**src/rtl/mem_stage_lsu.sv**
```systemverilog
// MIPS memory-access stage: ALU pass-through, byte/half/word loads and stores over a
// req/ack data bus, load extension, misalignment and bus-timeout reporting.
//
// state | meaning
// IDLE  | ready; pass-through and misaligned ops complete here in one cycle
// BUS   | dm_req held with stable address/data, waiting for dm_ack or timeout
// DONE  | result pulse on out_valid, then back to IDLE
module mem_stage_lsu #(
  parameter int DATA_W     = 32,
  parameter int ADDR_W     = 32,
  parameter int REG_ADDR_W = 5,
  parameter int MAX_WAIT   = 15,
  parameter int WAIT_CNT_W = 4
) (
  input  logic                  clk,
  input  logic                  rst,
  input  logic                  in_valid,
  output logic                  in_ready,
  input  logic [REG_ADDR_W-1:0] wd_i,
  input  logic                  wreg_i,
  input  logic [DATA_W-1:0]     wdata_i,
  input  logic [3:0]            mem_op_i,
  input  logic [ADDR_W-1:0]     mem_addr_i,
  input  logic [DATA_W-1:0]     mem_sdata_i,
  output logic                  dm_req,
  output logic                  dm_we,
  output logic [ADDR_W-1:0]     dm_addr,
  output logic [DATA_W/8-1:0]   dm_be,
  output logic [DATA_W-1:0]     dm_wdata,
  input  logic [DATA_W-1:0]     dm_rdata,
  input  logic                  dm_ack,
  output logic                  out_valid,
  output logic [REG_ADDR_W-1:0] wd_o,
  output logic                  wreg_o,
  output logic [DATA_W-1:0]     wdata_o,
  output logic                  err_o,
  output logic                  stall_o
);

  localparam logic [3:0] OP_LB = 4'd1, OP_LBU = 4'd2, OP_LH = 4'd3, OP_LHU = 4'd4,
                         OP_LW = 4'd5, OP_SB  = 4'd6, OP_SH = 4'd7, OP_SW  = 4'd8;
  localparam logic [WAIT_CNT_W-1:0] CNT_LAST = WAIT_CNT_W'(MAX_WAIT - 1);

  typedef enum logic [1:0] {S_IDLE, S_BUS, S_DONE} state_t;

  state_t                  r_state, w_state_nxt;
  logic [WAIT_CNT_W-1:0]   r_cnt;
  logic [3:0]              r_op;
  logic [1:0]              r_lane;
  logic [REG_ADDR_W-1:0]   r_wd;
  logic                    r_wreg;
  logic                    r_dm_req, r_dm_we, r_out_valid, r_wreg_o, r_err;
  logic [ADDR_W-1:0]       r_dm_addr;
  logic [DATA_W/8-1:0]     r_dm_be;
  logic [DATA_W-1:0]       r_dm_wdata, r_wdata_o;
  logic [REG_ADDR_W-1:0]   r_wd_o;

  logic                    w_accept, w_is_load, w_is_store, w_is_mem, w_misalign, w_r_is_load;
  logic [DATA_W/8-1:0]     w_be;
  logic [DATA_W-1:0]       w_sdata, w_ldata;
  logic [7:0]              w_byte;
  logic [15:0]             w_half;

  assign w_accept    = in_valid && (r_state == S_IDLE);
  assign w_is_load   = (mem_op_i >= OP_LB) && (mem_op_i <= OP_LW);
  assign w_is_store  = (mem_op_i >= OP_SB) && (mem_op_i <= OP_SW);
  assign w_is_mem    = w_is_load || w_is_store;
  assign w_r_is_load = (r_op >= OP_LB) && (r_op <= OP_LW);
  assign w_misalign  = (((mem_op_i == OP_LH) || (mem_op_i == OP_LHU) || (mem_op_i == OP_SH))
                        && mem_addr_i[0])
                    || (((mem_op_i == OP_LW) || (mem_op_i == OP_SW)) && (mem_addr_i[1:0] != 2'b00));

  always_comb begin
    w_be    = '1;
    w_sdata = mem_sdata_i;
    case (mem_op_i)
      OP_SB: begin
        w_be    = (DATA_W/8)'(1) << mem_addr_i[1:0];
        w_sdata = {(DATA_W/8){mem_sdata_i[7:0]}};
      end
      OP_SH: begin
        w_be    = mem_addr_i[1] ? 4'b1100 : 4'b0011;
        w_sdata = {(DATA_W/16){mem_sdata_i[15:0]}};
      end
      default: ;
    endcase
  end

  // Lane selection uses the latched address bits; dm_rdata is only meaningful on ack.
  always_comb begin
    case (r_lane)
      2'd0:    w_byte = dm_rdata[7:0];
      2'd1:    w_byte = dm_rdata[15:8];
      2'd2:    w_byte = dm_rdata[23:16];
      default: w_byte = dm_rdata[31:24];
    endcase
    w_half = r_lane[1] ? dm_rdata[31:16] : dm_rdata[15:0];
    case (r_op)
      OP_LB:   w_ldata = {{(DATA_W-8){w_byte[7]}}, w_byte};
      OP_LBU:  w_ldata = {{(DATA_W-8){1'b0}}, w_byte};
      OP_LH:   w_ldata = {{(DATA_W-16){w_half[15]}}, w_half};
      OP_LHU:  w_ldata = {{(DATA_W-16){1'b0}}, w_half};
      default: w_ldata = dm_rdata;
    endcase
  end

  always_comb begin
    w_state_nxt = r_state;
    case (r_state)
      S_IDLE:  if (w_accept && w_is_mem && !w_misalign) w_state_nxt = S_BUS;
      S_BUS:   if (dm_ack || (r_cnt == CNT_LAST)) w_state_nxt = S_DONE;
      S_DONE:  w_state_nxt = S_IDLE;
      default: w_state_nxt = S_IDLE;
    endcase
  end

  always_ff @(posedge clk) begin
    if (rst) r_state <= S_IDLE;
    else     r_state <= w_state_nxt;
  end

  always_ff @(posedge clk) begin
    if (rst) begin
      r_cnt <= '0;  r_op <= '0;  r_lane <= '0;  r_wd <= '0;  r_wreg <= 1'b0;
      r_dm_req <= 1'b0;  r_dm_we <= 1'b0;  r_dm_addr <= '0;  r_dm_be <= '0;  r_dm_wdata <= '0;
      r_out_valid <= 1'b0;  r_wd_o <= '0;  r_wreg_o <= 1'b0;  r_wdata_o <= '0;  r_err <= 1'b0;
    end else begin
      r_out_valid <= 1'b0;
      r_err       <= 1'b0;
      case (r_state)
        S_IDLE: if (w_accept) begin
          r_op   <= mem_op_i;
          r_lane <= mem_addr_i[1:0];
          r_wd   <= wd_i;
          r_wreg <= wreg_i;
          r_cnt  <= '0;
          if (!w_is_mem) begin
            r_out_valid <= 1'b1;
            r_wd_o      <= wd_i;
            r_wreg_o    <= wreg_i;
            r_wdata_o   <= wdata_i;
          end else if (w_misalign) begin
            r_out_valid <= 1'b1;
            r_err       <= 1'b1;
            r_wd_o      <= wd_i;
            r_wreg_o    <= 1'b0;
          end else begin
            r_dm_req   <= 1'b1;
            r_dm_we    <= w_is_store;
            r_dm_addr  <= {mem_addr_i[ADDR_W-1:2], 2'b00};
            r_dm_be    <= w_be;
            r_dm_wdata <= w_sdata;
          end
        end
        S_BUS: begin
          if (dm_ack) begin
            r_dm_req    <= 1'b0;
            r_out_valid <= 1'b1;
            r_wd_o      <= r_wd;
            r_wreg_o    <= w_r_is_load && r_wreg;
            r_wdata_o   <= w_ldata;
          end else begin
            r_cnt <= r_cnt + 1'b1;
            if (r_cnt == CNT_LAST) begin
              r_dm_req    <= 1'b0;
              r_out_valid <= 1'b1;
              r_err       <= 1'b1;
              r_wd_o      <= r_wd;
              r_wreg_o    <= 1'b0;
            end
          end
        end
        default: ;
      endcase
    end
  end

  assign in_ready  = (r_state == S_IDLE);
  assign stall_o   = !in_ready;
  assign dm_req    = r_dm_req;
  assign dm_we     = r_dm_we;
  assign dm_addr   = r_dm_addr;
  assign dm_be     = r_dm_be;
  assign dm_wdata  = r_dm_wdata;
  assign out_valid = r_out_valid;
  assign wd_o      = r_wd_o;
  assign wreg_o    = r_wreg_o;
  assign wdata_o   = r_wdata_o;
  assign err_o     = r_err;

endmodule

```
**config.mk**
```make
export PLATFORM = sky130hd
export DESIGN_NAME = mem_stage_lsu
export DESIGN_NICKNAME = d
export VERILOG_FILES = /design/src/rtl/mem_stage_lsu.sv
export SDC_FILE = /design/constraint.sdc
export NUM_CORES = 1
export LEC_CHECK = 0
export ABC_AREA = 1
export ABC_CLOCK_PERIOD_IN_PS = 1500
export CORE_UTILIZATION = 40
export DETAILED_ROUTE_END_ITERATION = 6
export GPL_TIMING_DRIVEN = 0
export PLACE_DENSITY = 0.75
export SYNTH_ARGS = -nofsm -noshare
export SYNTH_HDL_FRONTEND = slang
export SYNTH_SLANG_ARGS = --single-unit
```
**constraint.sdc**
```tcl
create_clock -name clk -period 1.5 [get_ports clk]
set_clock_uncertainty 0.1 [all_clocks]
set_input_delay 0.15 -clock clk [delete_from_list [all_inputs] [get_ports clk]]
set_output_delay 0.15 -clock clk [all_outputs]
set_load 0.02 [all_outputs]
```
# After elaboration in Yosys (flattened, before gate mapping)

Cells that the tools add are included.

Register bits after elaboration: 126
Input port bits: 142
Output and inout bits: 112
Word-level logic and storage cells: 120

Add/sub/neg operators: 1
$lt $le $gt $ge: 6
Equality and inequality tests: 24
Shifts and indexed selects: 1
Multiplexer cells: 43
Bitwise logic cells: 1
Reductions and logical operators: 28

Operators with widths:

| kind                                                            | number |
|---|---|
| one-hot mux 32 bit (2 select lines)                             | 2 |
| one-hot mux 32 bit (4 select lines)                             | 1 |
| two-way mux 32 bit                                              | 3 |
| two-way mux 5 bit                                               | 5 |
| one-hot mux 8 bit (3 select lines)                              | 1 |
| equality test 4 x 3 -> 1 bit (second input constant)            | 5 |
| two-way mux 1 bit                                               | 17 |
| two-way mux 16 bit                                              | 1 |
| one-hot mux 4 bit (2 select lines)                              | 2 |
| equality test 4 x 2 -> 1 bit (second input constant)            | 3 |
| two-way mux 4 bit                                               | 3 |
| AND reduction 4 bit                                             | 3 |
| != test 2 bit (second input constant)                           | 5 |
| one-hot mux 5 bit (2 select lines)                              | 1 |
| logical AND 1 bit                                               | 9 |
| equality test 4 bit (second input constant)                     | 2 |
| >= comparator 4 x 1 -> 1 bit (second input constant)            | 2 |
| less-or-equal comparator 4 x 3 -> 1 bit (second input constant) | 2 |
| one-hot mux 1 bit (2 select lines)                              | 4 |
| logical OR 1 bit                                                | 6 |
| != test 2 x 1 -> 1 bit (second input constant)                  | 3 |
| AND reduction 5 bit                                             | 1 |
| adder 4 x 1 -> 4 bit (second input constant)                    | 1 |
| equality test 2 x 1 -> 1 bit (second input constant)            | 2 |
| other kinds (15)                                                | 20 |

# Logic depth before layout (Yosys ltp)

Gate-level depths: netlist of the first run.

Depth in word-level cells: 9
Depth in mapped cells: 12
Mapped depth without buffers: 11

# Least setup slack after synthesis of the first run

Ideal clock, no wire load.

Path kind: register -> register
Start point: register r_state[1]
End point: register r_dm_be[1], in the netlist dm_be[1]
Setup time: 0.113 ns
Arrival time: 1.400 ns
Required time: 1.287 ns
Setup slack: -0.113 ns
Cell stages (with the launch flop): 11
Buffers on the path: 2
Clock period less this slack: 1.613 ns
Cell sequence: dfxtp_1 -> nor2_4 -> nand2_1 -> inv_2 -> nand2_4 -> nor2_8 -> buf_12 -> buf_8 -> nand2_2 -> nand2_1 -> nor2_1

Word-level cells in the longest chain between the ends: 3

RTL lines:

| element                                | line | RTL |
|---|---|---|
| from (decl)                            | 46   | `state_t r_state, w_state_nxt;` |
| from (signal assigned)                 | 119  | `else r_state <= w_state_nxt;` |
| logical NOT 2 bit *                    | --   |  |
| via in_ready                           | 18   | `output logic in_ready,` |
| logical AND 1 bit                      | 64   | `assign w_accept = in_valid && (r_state == S_IDLE);` |
| AND reduction 4 bit (no source line) * | --   |  |
| to (signal assigned)                   | 151  | `r_dm_be <= w_be;` |
| to (decl)                              | 54   | `logic [DATA_W/8-1:0] r_dm_be;` |

The timed path passes the listed nets; every way through them passes the cells marked *.
A chain may end at the register's enable or synchronous reset.

# Worst setup path in the final report of the first run

Start point: register r_state[1]
End point: register r_wdata_o[18], in the netlist wdata_o[18]

Word-level cells in the longest chain between the ends: 4
Elaborated cells between the ends (all ways): 9
Those cells by class: eq/ne (4); mux (1); reduce/logical (4)

RTL lines:

| element                                 | line    | RTL |
|---|---|---|
| logical NOT 2 bit                       | 64, 130 |  |
| logical AND 1 bit                       | 64      |  |
| != test 2 x 1 -> 1 bit (no source line) | --      |  |
| AND reduction 4 bit (no source line)    | --      |  |
| to (signal assigned)                    | 141     | `r_wdata_o <= wdata_i;` |
| to (signal assigned)                    | 161     | `r_wdata_o <= w_ldata;` |
| to (decl)                               | 55      | `logic [DATA_W-1:0] r_dm_wdata, r_wdata_o;` |

Several ways; a longest one is shown, not always the timed one.

==> out/qor.yml, run 1 <==
status:
  outcome: "complete, but fails checks"
  violations: "setup timing"
global_routing:
  grt_pass1_wl_um: 39700
  antenna_found_initial: 2
  grt_max_degree: 17
  grt_usage_pct: 30.7
  grt_pass1_vias: 7768
  grt_overflow: 0
critical_path:
  path_class: "flip-flop to flip-flop"
  crit_slowest_cell: "dfxtp_2"
  arrival_ns: 1.93
  endpoint_kind: "flip-flop"
  crit_top_cell: "buf_12"
  crit_family: "buffers and inverters"
  cp_cell_sequence: "inv_2 -> nand2_4 -> buf_6 -> nand2_4 -> nand3_4 -> buf_12 -> buf_12 -> buf_12 -> nand2_2 -> nand2_2 -> a21oi_2"
  required_ns: 1.76
  worst-path-max-fanout: 6
  start_kind: "flip-flop"
  path_buf_inv: 5
  slowest_delay_ns: 0.34
timing:
  rsz0062_at_grt: "yes"
  max-slew-margin-rel_pct: 64.2
  holdWs_ns: 0.138
  finalCritPeriodShare_pct: 111
  post-route-min-period_ns: 1.67
  max_freq_ghz: 0.600
  slew_violations: 0
  fin_setup_tns_ns: -9.39
  finalSetupViolations: 107
  fin_ws_ns: -0.167
  tightest_slew_ns: 0.536
  hold_viol_final: 0
synth:
  ys_seq_area_share_pct: 38.5
  yosys_warnings: 0
  syn_area_per_cell_um2: 6.57
  yosysUniqueCellTypes: 36
  ys_seq_elements: 126
  netlist_area_um2: 6560
  synth_cells: 998
finish:
  multi_input_area_um2: 4110
  final_common_cell: "nand2_1"
  layout_common_cells: "nand2_1 (197), clkdlybuf4s50_1 (137), nor2_1 (118)"
  fin_cells: 1553
  post-route-cell-area_um2: 11600
  fillers: 1241
  fin_util_pct: 72.7
  syn_to_final_growth_pct: 76.7
  fin_nets: 1467
  seqCellArea_um2: 2550
  drive_above_1_share_pct: 27.4
route:
  routed_wl_um: 27300
  drt_iter0_drc: 556
  ant_nets: 0
  wl_per_cell_um: 17.6
  vias: 7983
  drc: 0
  post_drt_via_cell_ratio: 5.14
  dr.pass1.iters: 5
placed_design:
  hpwl_um: 17200
  dp_cells: 1466
  pre_cts_ws_ns: -0.971
  portBuffers: 251
  placed_cell_area_um2: 9370
  place.gp.congestion: 0.903
floorplanning:
  fp.dieArea_um2: 16900
  core_um2: 15900
  num_io_pins: 254
  start_util_pct: 41.1
  placementRows: 46
  die_w_um: 130
  die_h_um: 130
clock_tree:
  clk_latency_ns: 0.42
  htreeDepth: 4
  cts_tree: "done"
  holdBufCountCts: 0
  clk_pin_slew_ns: 0.06
  numCtsBuffers: 17
  cts_buffer_depth: 2
  cts-root-buf: "clkbuf_16"
  cts.sinks: 126
pwr:
  p_comb_share_pct: 31.4
  peakVddDrop_v: 0.000795
  p_switching_mw: 3.92
  pwr_density_cell_nw_per_um2: 1010
  p_total_mw: 11.7
  p_int_mw: 7.80
  p_leak_nw: 5.47
  pwr-share-seq_pct: 32.8
  pwr-share-clk_pct: 35.8
  netSwitchingFraction_pct: 33.5
min_path:
  hp-class: "input port to flip-flop"
run:
  max_cap_viol_count: 0
timing repair:
action / in CTS / in global routing
gates resized for setup: 328 / 177
pin swaps: 39 / 48
cloned: 14 / 3
buffers inserted: 35 / 8
endpoints found under the setup margin: 233 / 116
sequential cells by signal, indices dropped and copies added (netlist names), 2 cells and up:
name,cells
dm_addr,30
r_wd,5
dm_wdata,32
wdata_o,32
r_state,2
wd_o,5
r_cnt,4
r_lane,2
r_op,4
dm_be,4
cell families after synthesis:
logic type	share of synthesized area, %
and+or+nand+nor	30.9
AOI/OAI and AO/OA	17.8
buffers and inverters	11.0
DFF	38.5
muxes	1.37
adders and majority gates	0.381
other	0.0572
layout make-up:
| cell class | instances | share of cell area, % |
|---|---|---|
| multi-input cells | 723 | 35.5 |
| inverters | 93 | 3.33 |
| clock inverters | 15 | 1.41 |
| repair inverters | 1 | 0.0971 |
| repair buffers | 306 | 26.7 |
| well taps | 216 | 2.33 |
| clock buffers | 17 | 3.67 |
| flip-flops and latches | 126 | 22.0 |
| plain buffers | 55 | 4.98 |
| diodes | 1 | 0.0216 |
cells in the mapped netlist:
cell type,count,area (um2)
buf_1,1,3.75
o21bai_1,8,60.1
conb_1,1,3.75
inv_2,5,18.8
nand2_1,246,923
o21ai_1,42,210
o211a_1,1,10.0
buf_4,5,37.5
ha_1,2,25.0
a21oi_2,3,26.3
nor3_1,4,20.0
a21oi_1,81,405
o211ai_1,8,60.1
nand2_4,2,22.5
nand2_2,9,56.3
a22oi_1,1,7.51
nor2_8,1,20.0
inv_1,88,330
clkbuf_1,21,78.8
nand3b_1,6,45.0
nand3_2,2,20.0
buf_8,1,15.0
nand3_4,1,17.5
or2_2,8,50.1
buf_2,21,105
nand3_1,25,125
nor2_1,180,676
o21a_1,1,7.51
dfxtp_1,126,2520
and3_1,2,12.5
o21ai_0,76,380
nor2_4,3,33.8
nor2_2,1,6.26
mux2_2,8,90.1
buf_12,5,100
buf_6,3,33.8
power groups by stage:
stage | Combinational (mW) | Sequential, mW | Clock [mW]
3_5_place_dp | 2.88 | 3.89 | 0
5_1_grt | 3.93 | 3.88 | 4.33
3_3_place_gp | 2.86 | 3.89 | 0
6_report | 3.68 | 3.85 | 4.20
2_1_floorplan | 1.24 | 4.21 | 0
4_1_cts | 3.33 | 3.83 | 4.21
worst min-delay path, delay by kind of cell:
kind / cells / cell delay [ns]
AO/OA/AOI/OAI: 2 / 0.21
buffers and inverters: 1 / 0.26
routing by layer:
layer,track usage (%),part of all wire (%)
met2,54.3,51
met1,33.3,37
met3,9.72,8.8
met4,14.0,3.2
met5,0,0.048
worst paths after layout:
path	from	slack, ns	endpoint	cells after the start
worst min register to register	r_wd[0]	0.37	r_wd[0]	2
worst max-delay path	r_state[1]	-0.17	wdata_o[18]	11
worst max register to register	r_state[1]	-0.17	wdata_o[18]	11
worst min-delay path	mem_op_i[2]	0.14	r_op[2]	3
Power figures use the tool's default switching activity.
==> inputs of run 2 (changes only) <==
- CAP_MARGIN: not set -> 20
==> results of run 2 <==
No change in the layout: final DEF, timing and power equal those of run 1.
==> inputs of run 3 (changes only) <==
- SLEW_MARGIN: not set -> 20
==> results of run 3 <==
No change in the layout: final DEF, timing and power equal those of run 1.
